`config.mk`:
```
export PLATFORM = sky130hd
export DESIGN_NAME = fetch_queue_flat
export DESIGN_NICKNAME = d
export VERILOG_FILES = /design/src/rtl/fetch_queue_if.sv /design/src/rtl/fetch_queue.sv /design/src/flat_wrapper.sv
export SDC_FILE = /design/constraint.sdc
export NUM_CORES = 1
export LEC_CHECK = 0
export ABC_AREA = 1
export ABC_CLOCK_PERIOD_IN_PS = 5550
export BUFFER_PORTS_ARGS = -buffer_cell sky130_fd_sc_hd__buf_2
export CAP_MARGIN = 15
export CELL_PAD_IN_SITES_DETAIL_PLACEMENT = 0
export CELL_PAD_IN_SITES_GLOBAL_PLACEMENT = 1
export CORE_ASPECT_RATIO = 1.25
export CORE_MARGIN = 1.5
export CORE_UTILIZATION = 42
export DETAILED_ROUTE_END_ITERATION = 10
export PLACE_DENSITY_LB_ADDON = 0.1
export SLEW_MARGIN = 30
export SYNTH_ARGS = -nofsm -noshare
export SYNTH_HDL_FRONTEND = slang
export SYNTH_SLANG_ARGS = --single-unit
```
`constraint.sdc`:
```
create_clock -name clk -period 5.55 [get_ports clk]
set_input_delay 0.8325 -clock clk [delete_from_list [all_inputs] [get_ports clk]]
set_output_delay 0.8325 -clock clk [all_outputs]
set_load 0.03 [all_outputs]
```
`src/rtl/fetch_queue_if.sv`:
```
// Handshake bundle between fetch, the fetch queue and decode.
// The queue takes the slave modport; the fetch/decode side takes the master modport.
interface fetch_queue_if #(
    parameter int unsigned DEPTH   = 4,
    parameter int unsigned ADDR_W  = 64,
    parameter int unsigned INSTR_W = 32
);
    localparam int unsigned CNT_W = $clog2(DEPTH + 1);

    logic               in_valid;
    logic               in_ready;
    logic [ADDR_W-1:0]  in_pc;
    logic [INSTR_W-1:0] in_instr;
    logic               out_valid;
    logic               out_ready;
    logic [ADDR_W-1:0]  out_pc;
    logic [INSTR_W-1:0] out_instr;
    logic               flush;
    logic [CNT_W-1:0]   count;
    logic               full;
    logic               empty;

    modport master (
        output in_valid, in_pc, in_instr, out_ready, flush,
        input  in_ready, out_valid, out_pc, out_instr, count, full, empty
    );

    modport slave (
        input  in_valid, in_pc, in_instr, out_ready, flush,
        output in_ready, out_valid, out_pc, out_instr, count, full, empty
    );
endinterface

```
`src/rtl/fetch_queue.sv`:
```
// In-order {pc, instr} queue between fetch and decode with synchronous flush.
// Status and head outputs are registered; the head is precomputed from next-state pointers.
module fetch_queue #(
    parameter int unsigned DEPTH   = 4,
    parameter int unsigned ADDR_W  = 64,
    parameter int unsigned INSTR_W = 32
) (
    input  logic          clk,
    input  logic          reset,
    fetch_queue_if.slave  bus
);
    localparam int unsigned PTR_W = $clog2(DEPTH);
    localparam int unsigned CNT_W = $clog2(DEPTH + 1);

    logic [ADDR_W-1:0]  pcMem    [DEPTH];
    logic [INSTR_W-1:0] instrMem [DEPTH];

    logic [PTR_W-1:0]   rdPtr, wrPtr, rdPtrNext, wrPtrNext;
    logic [CNT_W-1:0]   countQ, countNext;
    logic               fullQ, emptyQ, inReadyQ, outValidQ;
    logic [ADDR_W-1:0]  headPc, headPcNext;
    logic [INSTR_W-1:0] headInstr, headInstrNext;
    logic               push, pop;

    // Next-state pointers, occupancy and head entry; flush overrides any handshake.
    always_comb begin
        push          = bus.in_valid  & ~fullQ  & ~bus.flush;
        pop           = bus.out_ready & ~emptyQ & ~bus.flush;
        rdPtrNext     = rdPtr;
        wrPtrNext     = wrPtr;
        countNext     = countQ;
        headPcNext    = '0;
        headInstrNext = '0;

        if (bus.flush) begin
            rdPtrNext = '0;
            wrPtrNext = '0;
            countNext = '0;
        end else begin
            if (push) wrPtrNext = wrPtr + PTR_W'(1);
            if (pop)  rdPtrNext = rdPtr + PTR_W'(1);
            if (push && !pop)      countNext = countQ + CNT_W'(1);
            else if (pop && !push) countNext = countQ - CNT_W'(1);
        end

        // New head is the word being written when the read pointer lands on the write slot.
        if (countNext != '0) begin
            if (push && (rdPtrNext == wrPtr)) begin
                headPcNext    = bus.in_pc;
                headInstrNext = bus.in_instr;
            end else begin
                headPcNext    = pcMem[rdPtrNext];
                headInstrNext = instrMem[rdPtrNext];
            end
        end
    end

    // Entry storage keeps its contents across flush and reset.
    always_ff @(posedge clk) begin
        if (push) begin
            pcMem[wrPtr]    <= bus.in_pc;
            instrMem[wrPtr] <= bus.in_instr;
        end
    end

    always_ff @(posedge clk or negedge reset) begin
        if (!reset) begin
            rdPtr     <= '0;
            wrPtr     <= '0;
            countQ    <= '0;
            fullQ     <= 1'b0;
            emptyQ    <= 1'b1;
            inReadyQ  <= 1'b1;
            outValidQ <= 1'b0;
            headPc    <= '0;
            headInstr <= '0;
        end else begin
            rdPtr     <= rdPtrNext;
            wrPtr     <= wrPtrNext;
            countQ    <= countNext;
            fullQ     <= (countNext == CNT_W'(DEPTH));
            emptyQ    <= (countNext == '0);
            inReadyQ  <= (countNext != CNT_W'(DEPTH));
            outValidQ <= (countNext != '0);
            headPc    <= headPcNext;
            headInstr <= headInstrNext;
        end
    end

    assign bus.in_ready  = inReadyQ;
    assign bus.out_valid = outValidQ;
    assign bus.out_pc    = headPc;
    assign bus.out_instr = headInstr;
    assign bus.count     = countQ;
    assign bus.full      = fullQ;
    assign bus.empty     = emptyQ;
endmodule

```
`src/flat_wrapper.sv`:
```
// flat-port wrapper written by rule: the top's interface ports become plain ports
module fetch_queue_flat 
#(
    parameter int unsigned DEPTH   = 4,
    parameter int unsigned ADDR_W  = 64,
    parameter int unsigned INSTR_W = 32
)
  (clk, reset, bus_in_valid, bus_in_pc, bus_in_instr, bus_out_ready, bus_flush, bus_in_ready, bus_out_valid, bus_out_pc, bus_out_instr, bus_count, bus_full, bus_empty);
  fetch_queue_if #(.DEPTH(DEPTH), .ADDR_W(ADDR_W), .INSTR_W(INSTR_W)) bus_i ();
  input  logic clk;
  input  logic reset;
  input wire logic [$bits(bus_i.in_valid)-1:0] bus_in_valid;
  input wire logic [$bits(bus_i.in_pc)-1:0] bus_in_pc;
  input wire logic [$bits(bus_i.in_instr)-1:0] bus_in_instr;
  input wire logic [$bits(bus_i.out_ready)-1:0] bus_out_ready;
  input wire logic [$bits(bus_i.flush)-1:0] bus_flush;
  output wire logic [$bits(bus_i.in_ready)-1:0] bus_in_ready;
  output wire logic [$bits(bus_i.out_valid)-1:0] bus_out_valid;
  output wire logic [$bits(bus_i.out_pc)-1:0] bus_out_pc;
  output wire logic [$bits(bus_i.out_instr)-1:0] bus_out_instr;
  output wire logic [$bits(bus_i.count)-1:0] bus_count;
  output wire logic [$bits(bus_i.full)-1:0] bus_full;
  output wire logic [$bits(bus_i.empty)-1:0] bus_empty;
  assign bus_i.in_valid = bus_in_valid;
  assign bus_i.in_pc = bus_in_pc;
  assign bus_i.in_instr = bus_in_instr;
  assign bus_i.out_ready = bus_out_ready;
  assign bus_i.flush = bus_flush;
  assign bus_in_ready = bus_i.in_ready;
  assign bus_out_valid = bus_i.out_valid;
  assign bus_out_pc = bus_i.out_pc;
  assign bus_out_instr = bus_i.out_instr;
  assign bus_count = bus_i.count;
  assign bus_full = bus_i.full;
  assign bus_empty = bus_i.empty;
  fetch_queue #(.DEPTH(DEPTH), .ADDR_W(ADDR_W), .INSTR_W(INSTR_W)) u_core (.clk(clk), .reset(reset), .bus(bus_i));
endmodule
```
### After elaboration in Yosys (flattened, before gate mapping)

Memory sizes are Yosys's and may differ from the RTL's.
Index checks and enable logic that the tools add are counted.

| cells by class | value |
|---|---|
| add/subtract/negate cells | 4 |
| equal/unequal tests | 3 |
| multiplexer cells | 13 |
| bitwise operators | 7 |
| reduce and logical (&&, ||, !) cells | 8 |

Operators by type and width:

| operator | number |
|---|---|
| 64-bit two-way mux | 2 |
| 32-bit two-way mux | 2 |
| 3-bit two-way mux | 3 |
| 2-bit two-way mux | 4 |
| 2-bit by 1-bit adder with 2-bit output (second input constant) | 2 |
| 1-bit AND | 4 |
| 3-bit by 1-bit adder with 3-bit output (second input constant) | 1 |
| 3-bit == test (second input constant) | 1 |
| 1-bit logical AND | 3 |
| 3-bit logical NOT | 1 |
| 3-bit != test (second input constant) | 1 |
| 1-bit NOT | 3 |
| 3-bit nonzero test | 1 |
| 3-bit by 1-bit subtractor with 3-bit output (second input constant) | 1 |
| 2-bit == test | 1 |
| 1-bit logical NOT | 2 |
| 1-bit two-way mux | 2 |
| 2-bit nonzero test | 1 |

| word-level totals | value |
|---|---|
| bits in registers | 107 |
| bits in writable memories | 384 |
| input port bits | 101 |
| output and inout bits | 103 |
| word-level logic and storage cells | 46 |
| memories kept | 2 |

Memory list:

| name | depth | bits a word | rd ports | clocked after memory_dff | wr ports | line | RTL |
|---|---|---|---|---|---|---|---|
| u_core.pcMem | 4 | 64 | 1 | 0 | 1 | fetch_queue.sv:15 | `logic [ADDR_W-1:0] pcMem [DEPTH];` |
| u_core.instrMem | 4 | 32 | 1 | 0 | 1 | fetch_queue.sv:16 | `logic [INSTR_W-1:0] instrMem [DEPTH];` |

### Depth between registers and ports, before layout

Gate-level depths: netlist of run 1.

| logic depth | value |
|---|---|
| depth in word-level cells | 10 |
| depth in mapped cells | 13 |
| depth with buffers taken out | 11 |

### Worst setup path before layout of run 1

OpenSTA, ideal clock, no wires.

| timing | value |
|---|---|
| path kind | input -> register |
| start point | input bus_flush |
| end point | memory u_core.instrMem[0][0], enable pin |
| library setup time | 552 ps |
| arrival | 5041 ps |
| required time | 4998 ps |
| path slack | -43 ps |
| stages on the path | 3 |
| path buffers | 0 |
| cell sequence | inv_2 > nand3_1 > nor2_1 |

| on the way | value |
|---|---|
| word-level cells in the longest chain between the ends | 4 |

RTL lines:

| element | line | RTL |
|---|---|---|
| from (decl) | flat_wrapper.sv:16 | `input wire logic [$bits(bus_i.flush)-1:0] bus_flush;` |
| 1-bit NOT | fetch_queue.sv:27 | `push = bus.in_valid & ~fullQ & ~bus.flush;` |
| 1-bit AND | fetch_queue.sv:27 |  |
| 1-bit two-way mux | fetch_queue.sv:60 | `if (push) begin` |
| 1-bit two-way mux (not written as such) | fetch_queue.sv:62 | `instrMem[wrPtr] <= bus.in_instr;` |
| to (decl) | fetch_queue.sv:16 |  |

Every way passes these cells.

### Final worst setup path of run 1

| timing | value |
|---|---|
| start point | register u_core.emptyQ, in the netlist u_core.bus.empty |
| end point | register u_core.headInstr[14], in the netlist u_core.bus.out_instr[14] |

| on the way | value |
|---|---|
| word-level cells in the longest chain between the ends | 9 |

RTL lines:

| element | line | RTL |
|---|---|---|
| from (decl) | fetch_queue.sv:20 | `logic fullQ, emptyQ, inReadyQ, outValidQ;` |
| from (signal assigned) | fetch_queue.sv:82 | `emptyQ <= (countNext == '0);` |
| 1-bit NOT * | fetch_queue.sv:28 | `pop = bus.out_ready & ~emptyQ & ~bus.flush;` |
| 1-bit AND * (2 in a row) | fetch_queue.sv:28 |  |
| branches (longest 5 deep; another with memory 4 x 32 bit) | -- |  |
| 32-bit two-way mux * | fetch_queue.sv:47 | `if (countNext != '0) begin` |
| named net u_core.headInstrNext[14] | fetch_queue.sv:22 | `logic [INSTR_W-1:0] headInstr, headInstrNext;` |
| to (signal assigned) | fetch_queue.sv:86 | `headInstr <= headInstrNext;` |
| to (decl) | fetch_queue.sv:22 |  |

Mark *: on every way through the listed nets, which the timed path passes.
A chain may end at the register's enable or synchronous reset.

==> impl_table.tex, run 1 <==
\begin{tabular}{lr}
\hline
Metric & Value \\
\hline
\multicolumn{2}{l}{\textbf{Yosys}} \\
\quad Mapped Nets & 1,974 \\
\quad FFs w/ async S/R, synth & 21.79\% \\
\quad Synth top area cells & sky130\_fd\_sc\_hd\_\_edfxtp\_1 56\%, sky130\_fd\_sc\_hd\_\_dfrtp\_1 13\%, sky130\_fd\_sc\_hd\_\_nand2\_1 9.2\% \\
\quad Gate Count Post-Synth & $\sim$1,900 \\
\quad Part of the Yosys area used for sequential elements & about 70\% \\
\quad Synthesized area & between 0.02 and 0.025 mm\^{}2 \\
\quad Largest area contributor in the netlist & sky130\_fd\_sc\_hd\_\_edfxtp\_1 \\
\quad Mean Syn Cell Area & between 10 and 15 um\^{}2 \\
\quad Flip-flop and latch count after synthesis & 491 \\
\quad Warnings, synthesis & 0 \\
\quad List of most frequent post-synthesis cells & 498 x sky130\_fd\_sc\_hd\_\_nand2\_1, 384 x sky130\_fd\_sc\_hd\_\_edfxtp\_1, 295 x sky130\_fd\_sc\_hd\_\_nand3\_1, 194 x sky130\_fd\_sc\_hd\_\_nand4\_1, 117 x sky130\_fd\_sc\_hd\_\_inv\_1 \\
\quad Area share of the largest cell type after synthesis & 56.50\% \\
\quad Prevailing post-synth register cell & sky130\_fd\_sc\_hd\_\_edfxtp\_1 \\
\quad Count of different cell masters after synthesis & 25 \\
\quad Count of flip-flops with a built-in enable after synthesis & 384 \\
\quad Most common cell in the netlist & sky130\_fd\_sc\_hd\_\_nand2\_1 \\
\multicolumn{2}{l}{\textbf{Worst setup path}} \\
\quad Critical path launch point type & flop \\
\quad Worst Setup End Kind & flop \\
\quad Path depth of the worst reg2reg path & 9 \\
\quad CP Depth & 9 \\
\quad Launching element of the worst setup path & u\_core.bus.empty\$\_DFF\_PN1\_ \\
\quad Buf/Inv on CP & 2 \\
\quad Critical Path Slowest Stage Cell & sky130\_fd\_sc\_hd\_\_buf\_4 \\
\quad Endpoint required time on the critical path & 6.01 ns \\
\quad Arrival time worst endpoint & about 3.6 ns \\
\quad Cells traversed along the worst timing path & inv\_2 -> nand3\_4 -> nand2\_1 -> nand4\_1 -> nand2\_4 -> buf\_4 -> nand3\_1 -> nand2\_1 -> nor2\_1 \\
\quad R2R Setup Slk & around 2.4 ns \\
\quad Worst flop-to-flop path startpoint & u\_core.bus.empty\$\_DFF\_PN1\_ \\
\quad Peak fanout along the critical path & 59 \\
\quad Max stage delay on crit path & about 0.79 ns \\
\quad Critical path's top delay family & simple AND/OR/NAND/NOR gates \\
\quad Destination of the critical timing path & u\_core.bus.out\_instr[14]\$\_DFF\_PN0\_ \\
\quad Critical Path Most Common Cell & sky130\_fd\_sc\_hd\_\_nand2\_1 \\
\quad Critical R2R Capture & u\_core.bus.out\_instr[14]\$\_DFF\_PN0\_ \\
\quad Setup CP Type & flop to flop \\
\multicolumn{2}{l}{\textbf{Timing}} \\
\quad Tightest slew margin relative to the limit & a little under two fifths \\
\quad Max Transition Viols Final & 0 \\
\quad Worst clock skew on the final layout & slightly above 0.02 ns \\
\quad Unrepaired setup endpoints after global routing & no \\
\quad Shortest clock period the worst path allows after layout & roughly 3.2 ns \\
\quad Period utilization & between 50\% and 60\% \\
\quad Slew at the pin closest to its max-slew limit & roughly 0.9 ns \\
\quad Minimum hold slack & between 0.15 and 0.2 ns \\
\quad Final number of hold-violating endpoints & 0 \\
\quad Peak clock frequency supported by timing & around 310 MHz \\
\quad Worst setup margin & around 2.4 ns \\
\quad Total negative setup slack & 0 ns \\
\quad Final number of setup-violating endpoints & 0 \\
\multicolumn{2}{l}{\textbf{Global route}} \\
\quad Initial antenna violation count & 6 \\
\quad Maximum number of pins on one net before global-route repair & just under 100 \\
\quad Overall global routing resource usage & 22.12\% \\
\quad First-pass GRT wire length & between 80,000 and 90,000 um \\
\quad Global route overflow & 0 \\
\quad Via count of the first global-routing pass & about 15,000 \\
\multicolumn{2}{l}{\textbf{Cells and area}} \\
\quad P\&R area growth vs syn & 16.28\% \\
\quad Antenna Diode Count & 0 \\
\quad Share of cells above drive strength 1 & approximately 16\% \\
\quad Post-layout nets & around 2,100 \\
\multicolumn{2}{l}{\textbf{Floorplanning}} \\
\quad Die width & 200.2 um \\
\quad Starting density of the core & 42.45\% \\
\quad Die Footprint & 0.04993 mm\^{}2 \\
\quad Std cell rows & 90 \\
\quad I/O pin total & between 200 and 250 \\
\quad Die boundary height & between 200 and 250 um \\
\quad Core area & between 0.04 and 0.05 mm\^{}2 \\
\multicolumn{2}{l}{\textbf{Power}} \\
\quad Combinational group share of total power & a little under a fifth \\
\quad Clock network fraction of total power & a little over a third \\
\quad Proportion of total power due to net switching & between 20 and 30\% \\
\quad Pint & 6.763 mW \\
\quad Total leakage power & 10.16 nW \\
\quad Total power divided by cell area & 404.6 mW/mm\^{}2 \\
\quad Total net switching power & 2.839 mW \\
\quad Peak ir drop on the vdd network & $\sim$220 uV \\
\quad Power, Total & roughly 9.6 mW \\
\quad Part of the total power dissipated in sequential elements & a little under half \\
\multicolumn{2}{l}{\textbf{Clocking}} \\
\quad Clk Latency, worst-skew pair & between 0.5 and 0.6 ns \\
\quad Buffer levels on the longest clock path & 3 \\
\quad Quantity of gates resized following cts & 0 \\
\quad H-tree depth & 2 \\
\quad Number of buffers inserted during clock tree synthesis & approximately 50 \\
\quad CTS sink cnt & roughly 500 \\
\quad Total of hold buffers inserted after clock tree synthesis & 0 \\
\quad Clock slew at the register clock pins of the worst setup and hold paths & approximately 0.060 ns \\
\quad CTS tree & built \\
\quad Buffer type at the clock tree root & sky130\_fd\_sc\_hd\_\_clkbuf\_16 \\
\quad Number of setup buffers added after CTS & 0 \\
\multicolumn{2}{l}{\textbf{Placed design}} \\
\quad DP HPWL & roughly 29,000 um \\
\quad Global placement routability congestion & between 0.7 and 0.8 \\
\quad Count of buffers inserted at the top-level ports & 203 \\
\quad Pre-CTS setup slack & 1.788 ns \\
\multicolumn{2}{l}{\textbf{Routing}} \\
\quad Remaining design rule violation count & 0 \\
\quad M1 WL & between 20,000 and 25,000 um \\
\quad Detailed Route WL & between 50,000 and 60,000 um \\
\quad Post-route ant nets & 0 \\
\quad Metal2 WL & 27,740 um \\
\quad Via-to-Cell Ratio & 5.332 \\
\quad Highest layer used for signal routing & met5 \\
\quad Vias after detailed routing & 14,369 \\
\quad Met3 Routed Length & slightly below 3000 um \\
\quad Number of optimization iterations in the first detailed-route pass & 5 \\
\quad Number of design-rule violations left by the first detailed-router iteration & around 900 \\
\quad Mean routed wirelength per cell & just over 20 um \\
\multicolumn{2}{l}{\textbf{Run}} \\
\quad Number of maximum-capacitance constraint violations & 0 \\
\multicolumn{2}{l}{\textbf{Min path}} \\
\quad Hold Path Class & input port to asynchronous set/reset pin \\
\multicolumn{2}{l}{\textbf{Status}} \\
\quad Status & completed \\
\hline
\end{tabular}
## worst min path at each step
stage               depth (start not counted)                           from                               to  slack, ns
finish                                      1                          reset  u_core.bus.out_pc[14]$_DFF_PN0_       0.17
global route                                1                          reset  u_core.bus.out_pc[10]$_DFF_PN0_       0.18
CTS                                         1                          reset  u_core.bus.out_pc[14]$_DFF_PN0_       0.17
detailed placement                          3  u_core.bus.count[0]$_DFF_PN0_    u_core.bus.count[0]$_DFF_PN0_       0.62
global placement                            3  u_core.bus.count[0]$_DFF_PN0_    u_core.bus.count[0]$_DFF_PN0_       0.62
floorplan                                   0                          reset    u_core.bus.count[0]$_DFF_PN0_       0.54
## layout make-up
| cell class | instances | area, um^2 |
|---|---|---|
| flip-flops and latches | 491 | 14210 |
| clock inverters | 25 | 276.5 |
| inverters | 120 | 457.9 |
| multi-input cells | 1111 | 5205 |
| well taps | 644 | 805.8 |
| fillers | 4379 | 24350 |
| repair buffers | 236 | 1365 |
| clock buffers | 68 | 1410 |
## per-layer routing
layer,vias to the layer above,global-route usage [%]
met1,7108,27.32
met5,-,0
met3,94,4.322
li1,6786,-
met2,369,39.37
met4,12,6.104
## sequential cells by signal, indices dropped and copies added, names as in the netlist
register	flops
u_core.bus.out_valid	1
u_core.bus.count	3
u_core.bus.full	1
u_core.bus.in_ready	1
u_core.rdPtr	2
u_core.bus.out_instr	32
u_core.pcMem	256
u_core.wrPtr	2
u_core.bus.empty	1
u_core.bus.out_pc	64
u_core.instrMem	128
## through the flow
step | utilization, % | area, um^2 | std cells
after floorplan | - | 20410 | 1867
after global placement | 45.74 | 21990 | 2600
after detailed placement | 45.85 | 22040 | 2602
after CTS | 49.35 | 23730 | 2695
after global routing | 49.35 | 23730 | 2695
final | 49.35 | 23730 | 2695
## kinds of logic (layout without fill, tap and decap cells)
kind of cell | after synthesis | count (layout) | share of synthesized area, %
adder cells (fa/ha/maj) | 6 | 6 | 0.3678
AND/OR/NAND/NOR | 1099 | 1099 | 24.58
AO/OA/AOI/OAI | 5 | 5 | 0.1471
buffers and inverters | 265 | 449 | 5.235
XOR/XNOR | 1 | 1 | 0.04292
flip-flops | 491 | 491 | 69.63
## worst register-to-register path, cell delays in order (launching register included)
cell	delay [ns]
sky130_fd_sc_hd__dfstp_2	0.38
sky130_fd_sc_hd__inv_2	0.08
sky130_fd_sc_hd__nand3_4	0.43
sky130_fd_sc_hd__nand2_1	0.33
sky130_fd_sc_hd__nand4_1	0.17
sky130_fd_sc_hd__nand2_4	0.51
sky130_fd_sc_hd__buf_4	0.80
sky130_fd_sc_hd__nand3_1	0.20
sky130_fd_sc_hd__nand2_1	0.10
sky130_fd_sc_hd__nor2_1	0.05
## power groups by stage
stage / Sequential [mW] / Combinational [mW] / Clock [mW]
2_1_floorplan: 4.77 / 0.844 / 0
3_3_place_gp: 4.42 / 1.80 / 0
3_5_place_dp: 4.42 / 1.83 / 0
4_1_cts: 4.35 / 1.83 / 3.55
5_1_grt: 4.37 / 1.99 / 3.68
6_report: 4.34 / 1.80 / 3.46
## cell usage in the layout, fill, tap and decap left out, types with 12 or more instances in the layout
cell                        Yosys  final
sky130_fd_sc_hd__buf_2         38    202
sky130_fd_sc_hd__buf_4          1     26
sky130_fd_sc_hd__clkbuf_16      0     51
sky130_fd_sc_hd__clkinv_2       0     12
sky130_fd_sc_hd__dfrtp_1      105    105
sky130_fd_sc_hd__edfxtp_1     384    384
sky130_fd_sc_hd__inv_1        117    117
sky130_fd_sc_hd__nand2_1      498    497
sky130_fd_sc_hd__nand3_1      295    295
sky130_fd_sc_hd__nand4_1      194    194
sky130_fd_sc_hd__nor2_1       104    100
Note: power is estimated with default switching activity, not from simulation.
==> inputs of run 2 (changes only) <==
ABC_AREA = 0   (was 1)
ABC_CLOCK_PERIOD_IN_PS = 3250   (was 5550)
CORE_UTILIZATION = 46   (was 42)
clock period = 3.25 ns   (was 5.55 ns; I/O delays follow)
==> impl_table.tex, run 2 <==
\begin{tabular}{lr}
\hline
Metric & Value \\
\hline
\multicolumn{2}{l}{\textbf{Run}} \\
\quad Number of maximum-capacitance constraint violations & 0 (unchanged) \\
\multicolumn{2}{l}{\textbf{Timing}} \\
\quad Worst clock skew on the final layout & 0.03135 ns (was 0.02072 ns) \\
\quad Final number of setup-violating endpoints & 0 (unchanged) \\
\quad Peak clock frequency supported by timing & 405.0 MHz (was 314.6 MHz) \\
\quad Unrepaired setup endpoints after global routing & no (unchanged) \\
\quad Total negative setup slack & 0 ns (unchanged) \\
\quad Max Transition Viols Final & 0 (unchanged) \\
\quad Slew at the pin closest to its max-slew limit & 0.7787 ns (was 0.9247 ns) \\
\quad Minimum hold slack & -0.0003583 ns (was 0.1744 ns) \\
\quad Shortest clock period the worst path allows after layout & 2.469 ns (was 3.179 ns) \\
\quad Final number of hold-violating endpoints & 1 (was 0) \\
\quad Period utilization & 75.98\% (was 57.28\%) \\
\quad Tightest slew margin relative to the limit & 48.09\% (was 38.36\%) \\
\multicolumn{2}{l}{\textbf{Global route}} \\
\quad Global route overflow & 0 (unchanged) \\
\quad Initial antenna violation count & 7 (was 6) \\
\quad Overall global routing resource usage & 22.85\% (was 22.12\%) \\
\quad Via count of the first global-routing pass & 11,456 (was 14,684) \\
\quad First-pass GRT wire length & 73,510 um (was 85,780 um) \\
\quad Maximum number of pins on one net before global-route repair & 74 (was 97) \\
\multicolumn{2}{l}{\textbf{Worst setup path}} \\
\quad Setup CP Type & flop to flop (unchanged) \\
\quad Critical path launch point type & flop (unchanged) \\
\quad Critical Path Slowest Stage Cell & sky130\_fd\_sc\_hd\_\_dfstp\_2 (was sky130\_fd\_sc\_hd\_\_buf\_4) \\
\quad Buf/Inv on CP & 1 (was 2) \\
\quad Endpoint required time on the critical path & 3.69 ns (was 6.01 ns) \\
\quad Worst Setup End Kind & flop (unchanged) \\
\quad Critical path's top delay family & multiplexers (was simple AND/OR/NAND/NOR gates) \\
\quad Arrival time worst endpoint & 2.91 ns (was 3.64 ns) \\
\quad Cells traversed along the worst timing path & nand3b\_1 -> mux2\_4 -> buf\_4 -> mux4\_2 -> o31ai\_1 -> a211oi\_1 (was inv\_2 -> nand3\_4 -> nand2\_1 -> nand4\_1 -> nand2\_4 -> buf\_4 -> nand3\_1 -> nand2\_1 -> nor2\_1) \\
\quad Max stage delay on crit path & 0.57 ns (was 0.79 ns) \\
\quad Peak fanout along the critical path & 24 (was 59) \\
\multicolumn{2}{l}{\textbf{Yosys}} \\
\quad Mapped Nets & 1,150 (was 1,974) \\
\quad Synthesized area & 0.01942 mm\^{}2 (was 0.02041 mm\^{}2) \\
\quad Mean Syn Cell Area & 18.62 um\^{}2 (was 10.93 um\^{}2) \\
\quad Area share of the largest cell type after synthesis & 59.39\% (was 56.50\%) \\
\quad Warnings, synthesis & 0 (unchanged) \\
\quad FFs w/ async S/R, synth & 21.79\% (unchanged) \\
\quad Prevailing post-synth register cell & sky130\_fd\_sc\_hd\_\_edfxtp\_1 (unchanged) \\
\quad List of most frequent post-synthesis cells & 384 x sky130\_fd\_sc\_hd\_\_edfxtp\_1, 105 x sky130\_fd\_sc\_hd\_\_dfrtp\_1 (was 498 x sky130\_fd\_sc\_hd\_\_nand2\_1, 384 x sky130\_fd\_sc\_hd\_\_edfxtp\_1, 295 x sky130\_fd\_sc\_hd\_\_nand3\_1, 194 x sky130\_fd\_sc\_hd\_\_nand4\_1, 117 x sky130\_fd\_sc\_hd\_\_inv\_1) \\
\quad Most common cell in the netlist & sky130\_fd\_sc\_hd\_\_edfxtp\_1 (was sky130\_fd\_sc\_hd\_\_nand2\_1) \\
\quad Count of flip-flops with a built-in enable after synthesis & 384 (unchanged) \\
\quad Synth top area cells & sky130\_fd\_sc\_hd\_\_edfxtp\_1 59\%, sky130\_fd\_sc\_hd\_\_dfrtp\_1 14\%, sky130\_fd\_sc\_hd\_\_mux4\_2 11\% (was sky130\_fd\_sc\_hd\_\_edfxtp\_1 56\%, sky130\_fd\_sc\_hd\_\_dfrtp\_1 13\%, sky130\_fd\_sc\_hd\_\_nand2\_1 9.2\%) \\
\quad Part of the Yosys area used for sequential elements & 73.19\% (was 69.63\%) \\
\quad Largest area contributor in the netlist & sky130\_fd\_sc\_hd\_\_edfxtp\_1 (unchanged) \\
\quad Gate Count Post-Synth & 1,043 (was 1,867) \\
\quad Count of different cell masters after synthesis & 39 (was 25) \\
\quad Flip-flop and latch count after synthesis & 491 (unchanged) \\
\multicolumn{2}{l}{\textbf{Routing}} \\
\quad Number of optimization iterations in the first detailed-route pass & 7 (was 5) \\
\quad Detailed Route WL & 49,150 um (was 54,810 um) \\
\quad Number of design-rule violations left by the first detailed-router iteration & 687 (was 903) \\
\quad Vias after detailed routing & 11,027 (was 14,369) \\
\quad Remaining design rule violation count & 0 (unchanged) \\
\quad Via-to-Cell Ratio & 6.006 (was 5.332) \\
\quad Mean routed wirelength per cell & 26.77 um (was 20.34 um) \\
\quad Post-route ant nets & 0 (unchanged) \\
\multicolumn{2}{l}{\textbf{Status}} \\
\quad Status & finished with violations (was completed) \\
\quad Violated checks & negative hold slack \\
\multicolumn{2}{l}{\textbf{Cells and area}} \\
\quad Share of cells above drive strength 1 & 34.75\% (was 16.24\%) \\
\quad P\&R area growth vs syn & 17.93\% (was 16.28\%) \\
\quad Register with the most flip-flops & u\_core.pcMem (unchanged) \\
\quad Post-layout nets & 1,342 (was 2,118) \\
\quad Most common cell after layout, fill and taps aside & sky130\_fd\_sc\_hd\_\_edfxtp\_1 (was sky130\_fd\_sc\_hd\_\_nand2\_1) \\
\quad Final cell count without fillers & 1,836 (was 2,695) \\
\quad Fillcell total & 3,389 (was 4,379) \\
\quad Most frequent cells in the layout & 384 x sky130\_fd\_sc\_hd\_\_edfxtp\_1, 201 x sky130\_fd\_sc\_hd\_\_buf\_2, 105 x sky130\_fd\_sc\_hd\_\_dfrtp\_1 (was 497 x sky130\_fd\_sc\_hd\_\_nand2\_1, 384 x sky130\_fd\_sc\_hd\_\_edfxtp\_1, 295 x sky130\_fd\_sc\_hd\_\_nand3\_1, 202 x sky130\_fd\_sc\_hd\_\_buf\_2, 194 x sky130\_fd\_sc\_hd\_\_nand4\_1) \\
\quad Number of flip-flops in the largest register & 256 (unchanged) \\
\multicolumn{2}{l}{\textbf{Floorplanning}} \\
\quad I/O pin total & 204 (unchanged) \\
\quad Die Footprint & 0.04346 mm\^{}2 (was 0.04993 mm\^{}2) \\
\quad Starting density of the core & 46.42\% (was 42.45\%) \\
\quad Core area & 0.04183 mm\^{}2 (was 0.04808 mm\^{}2) \\
\quad Std cell rows & 84 (was 90) \\
\quad Die boundary height & 232.7 um (was 249.5 um) \\
\quad Die width & 186.8 um (was 200.2 um) \\
\multicolumn{2}{l}{\textbf{Clocking}} \\
\quad CTS tree & built (unchanged) \\
\quad H-tree depth & 2 (unchanged) \\
\quad Buffer levels on the longest clock path & 3 (unchanged) \\
\quad Number of buffers inserted during clock tree synthesis & 48 (was 51) \\
\quad CTS sink cnt & 491 (unchanged) \\
\quad Buffer type at the clock tree root & sky130\_fd\_sc\_hd\_\_clkbuf\_16 (unchanged) \\
\quad Quantity of gates resized following cts & 0 (unchanged) \\
\quad Clk Latency, worst-skew pair & 0.58 ns (was 0.59 ns) \\
\quad Number of setup buffers added after CTS & 0 (unchanged) \\
\quad Total of hold buffers inserted after clock tree synthesis & 0 (unchanged) \\
\quad Clock slew at the register clock pins of the worst setup and hold paths & 0.07 ns (was 0.06 ns) \\
\multicolumn{2}{l}{\textbf{Power}} \\
\quad Total power divided by cell area & 702.3 mW/mm\^{}2 (was 404.6 mW/mm\^{}2) \\
\quad Power, Total & 16.08 mW (was 9.602 mW) \\
\quad Peak ir drop on the vdd network & 477.1 uV (was 222.6 uV) \\
\quad Total leakage power & 7.994 nW (was 10.16 nW) \\
\multicolumn{2}{l}{\textbf{Placed design}} \\
\quad Count of buffers inserted at the top-level ports & 203 (unchanged) \\
\quad DP HPWL & 26,740 um (was 28,650 um) \\
\quad Global placement routability congestion & 0.7236 (was 0.7338) \\
\quad Placed Instances & 1,744 (was 2,602) \\
\multicolumn{2}{l}{\textbf{Min path}} \\
\quad Hold Path Class & input port to asynchronous set/reset pin (unchanged) \\
\hline
\end{tabular}
==> run 2: changes by cell type in the layout (fill, tap and decap cells not counted), moves of 4 or more <==
cell                       before  now
sky130_fd_sc_hd__a211oi_1       0   96
sky130_fd_sc_hd__and2_4         0    4
sky130_fd_sc_hd__buf_12         6   15
sky130_fd_sc_hd__buf_4         26   32
sky130_fd_sc_hd__inv_1        117    4
sky130_fd_sc_hd__mux4_2         0   96
sky130_fd_sc_hd__nand2_1      497    4
sky130_fd_sc_hd__nand3_1      295    0
sky130_fd_sc_hd__nand4_1      194   96
sky130_fd_sc_hd__nor2_1       100   10
sky130_fd_sc_hd__nor2_4         6    1
sky130_fd_sc_hd__o31ai_1        0   96
sky130_fd_sc_hd__xnor2_4        0    4
==> run 2: final timing paths <==
path                                                    start                         endpoint  slack, ns  cells past startpoint
worst max-delay path               u_core.bus.empty$_DFF_PN1_  u_core.bus.out_pc[17]$_DFF_PN0_       0.78                      6
worst min-delay path                                    reset  u_core.bus.out_pc[14]$_DFF_PN0_    -0.0004                      1
worst max register to register     u_core.bus.empty$_DFF_PN1_  u_core.bus.out_pc[17]$_DFF_PN0_       0.78                      6
worst min register to register  u_core.bus.count[1]$_DFF_PN0_    u_core.bus.count[1]$_DFF_PN0_       0.65                      2
max in group asynchronous                               reset  u_core.bus.out_pc[43]$_DFF_PN0_       2.33                      2
min in group clk                                 bus_in_pc[3]     u_core.pcMem[1][3]$_DFFE_PP_       0.14                      1
==> run 2: stage by stage <==
| stage | instance area [um^2] | utilization [%] | setup WS [ns] |
|---|---|---|---|
| global route | 22900 | 54.74 | 0.6052 |
| detailed placement | 21200 | 50.67 | 0.5097 |
| global placement | 21200 | 50.67 | 0.5237 |
| floorplan | 19420 | - | 0.1612 |
| finish | 22900 | 54.74 | 0.7806 |
| CTS | 22890 | 54.73 | 0.7575 |
==> run 2: area by class of cell <==
type,instances,area (um^2),share of cell area (%)
Sequential cell,491,14210,62.06
Multi-Input combinational cell,442,4725,20.63
Timing Repair Buffer,248,1546,6.754
Clock buffer,63,1371,5.989
Tap cell,559,699.4,3.054
Clock inverter,27,325.3,1.421
Inverter,4,15.01,0.06557
Antenna cell,2,5.005,0.02186
==> run 2: power breakdown <==
group	internal, mW	total, mW	switching [mW]
clock network	3.54	5.91	2.38
logic	0.888	2.83	1.94
registers	7.19	7.34	0.145
total	11.6	16.1	4.46
==> run 2: cells by family (layout without fill, tap and decap cells) <==
kind of cell               after synthesis  after routing  share of synthesized area, %
muxes                                   98             98                         11.27
adders and majority gates                6              6                        0.3866
other                                    0              2                             0
and+or+nand+nor                        134            134                         4.182
AOI/OAI and AO/OA                      199            199                         7.675
buffers and inverters                  110            342                         2.797
xor gates and xnor gates                 5              5                        0.4962
DFF                                    491            491                         73.19
==> run 2: per-layer routing <==
layer  part of all wire, %  vias up  global-route usage (%)
met5                  0.13        -                       0
met4                   2.4       10                   6.905
met3                   5.2       83                   3.529
met2                    50      357                   38.79
met1                    42     5821                   30.66
li1                      -     4756                       -
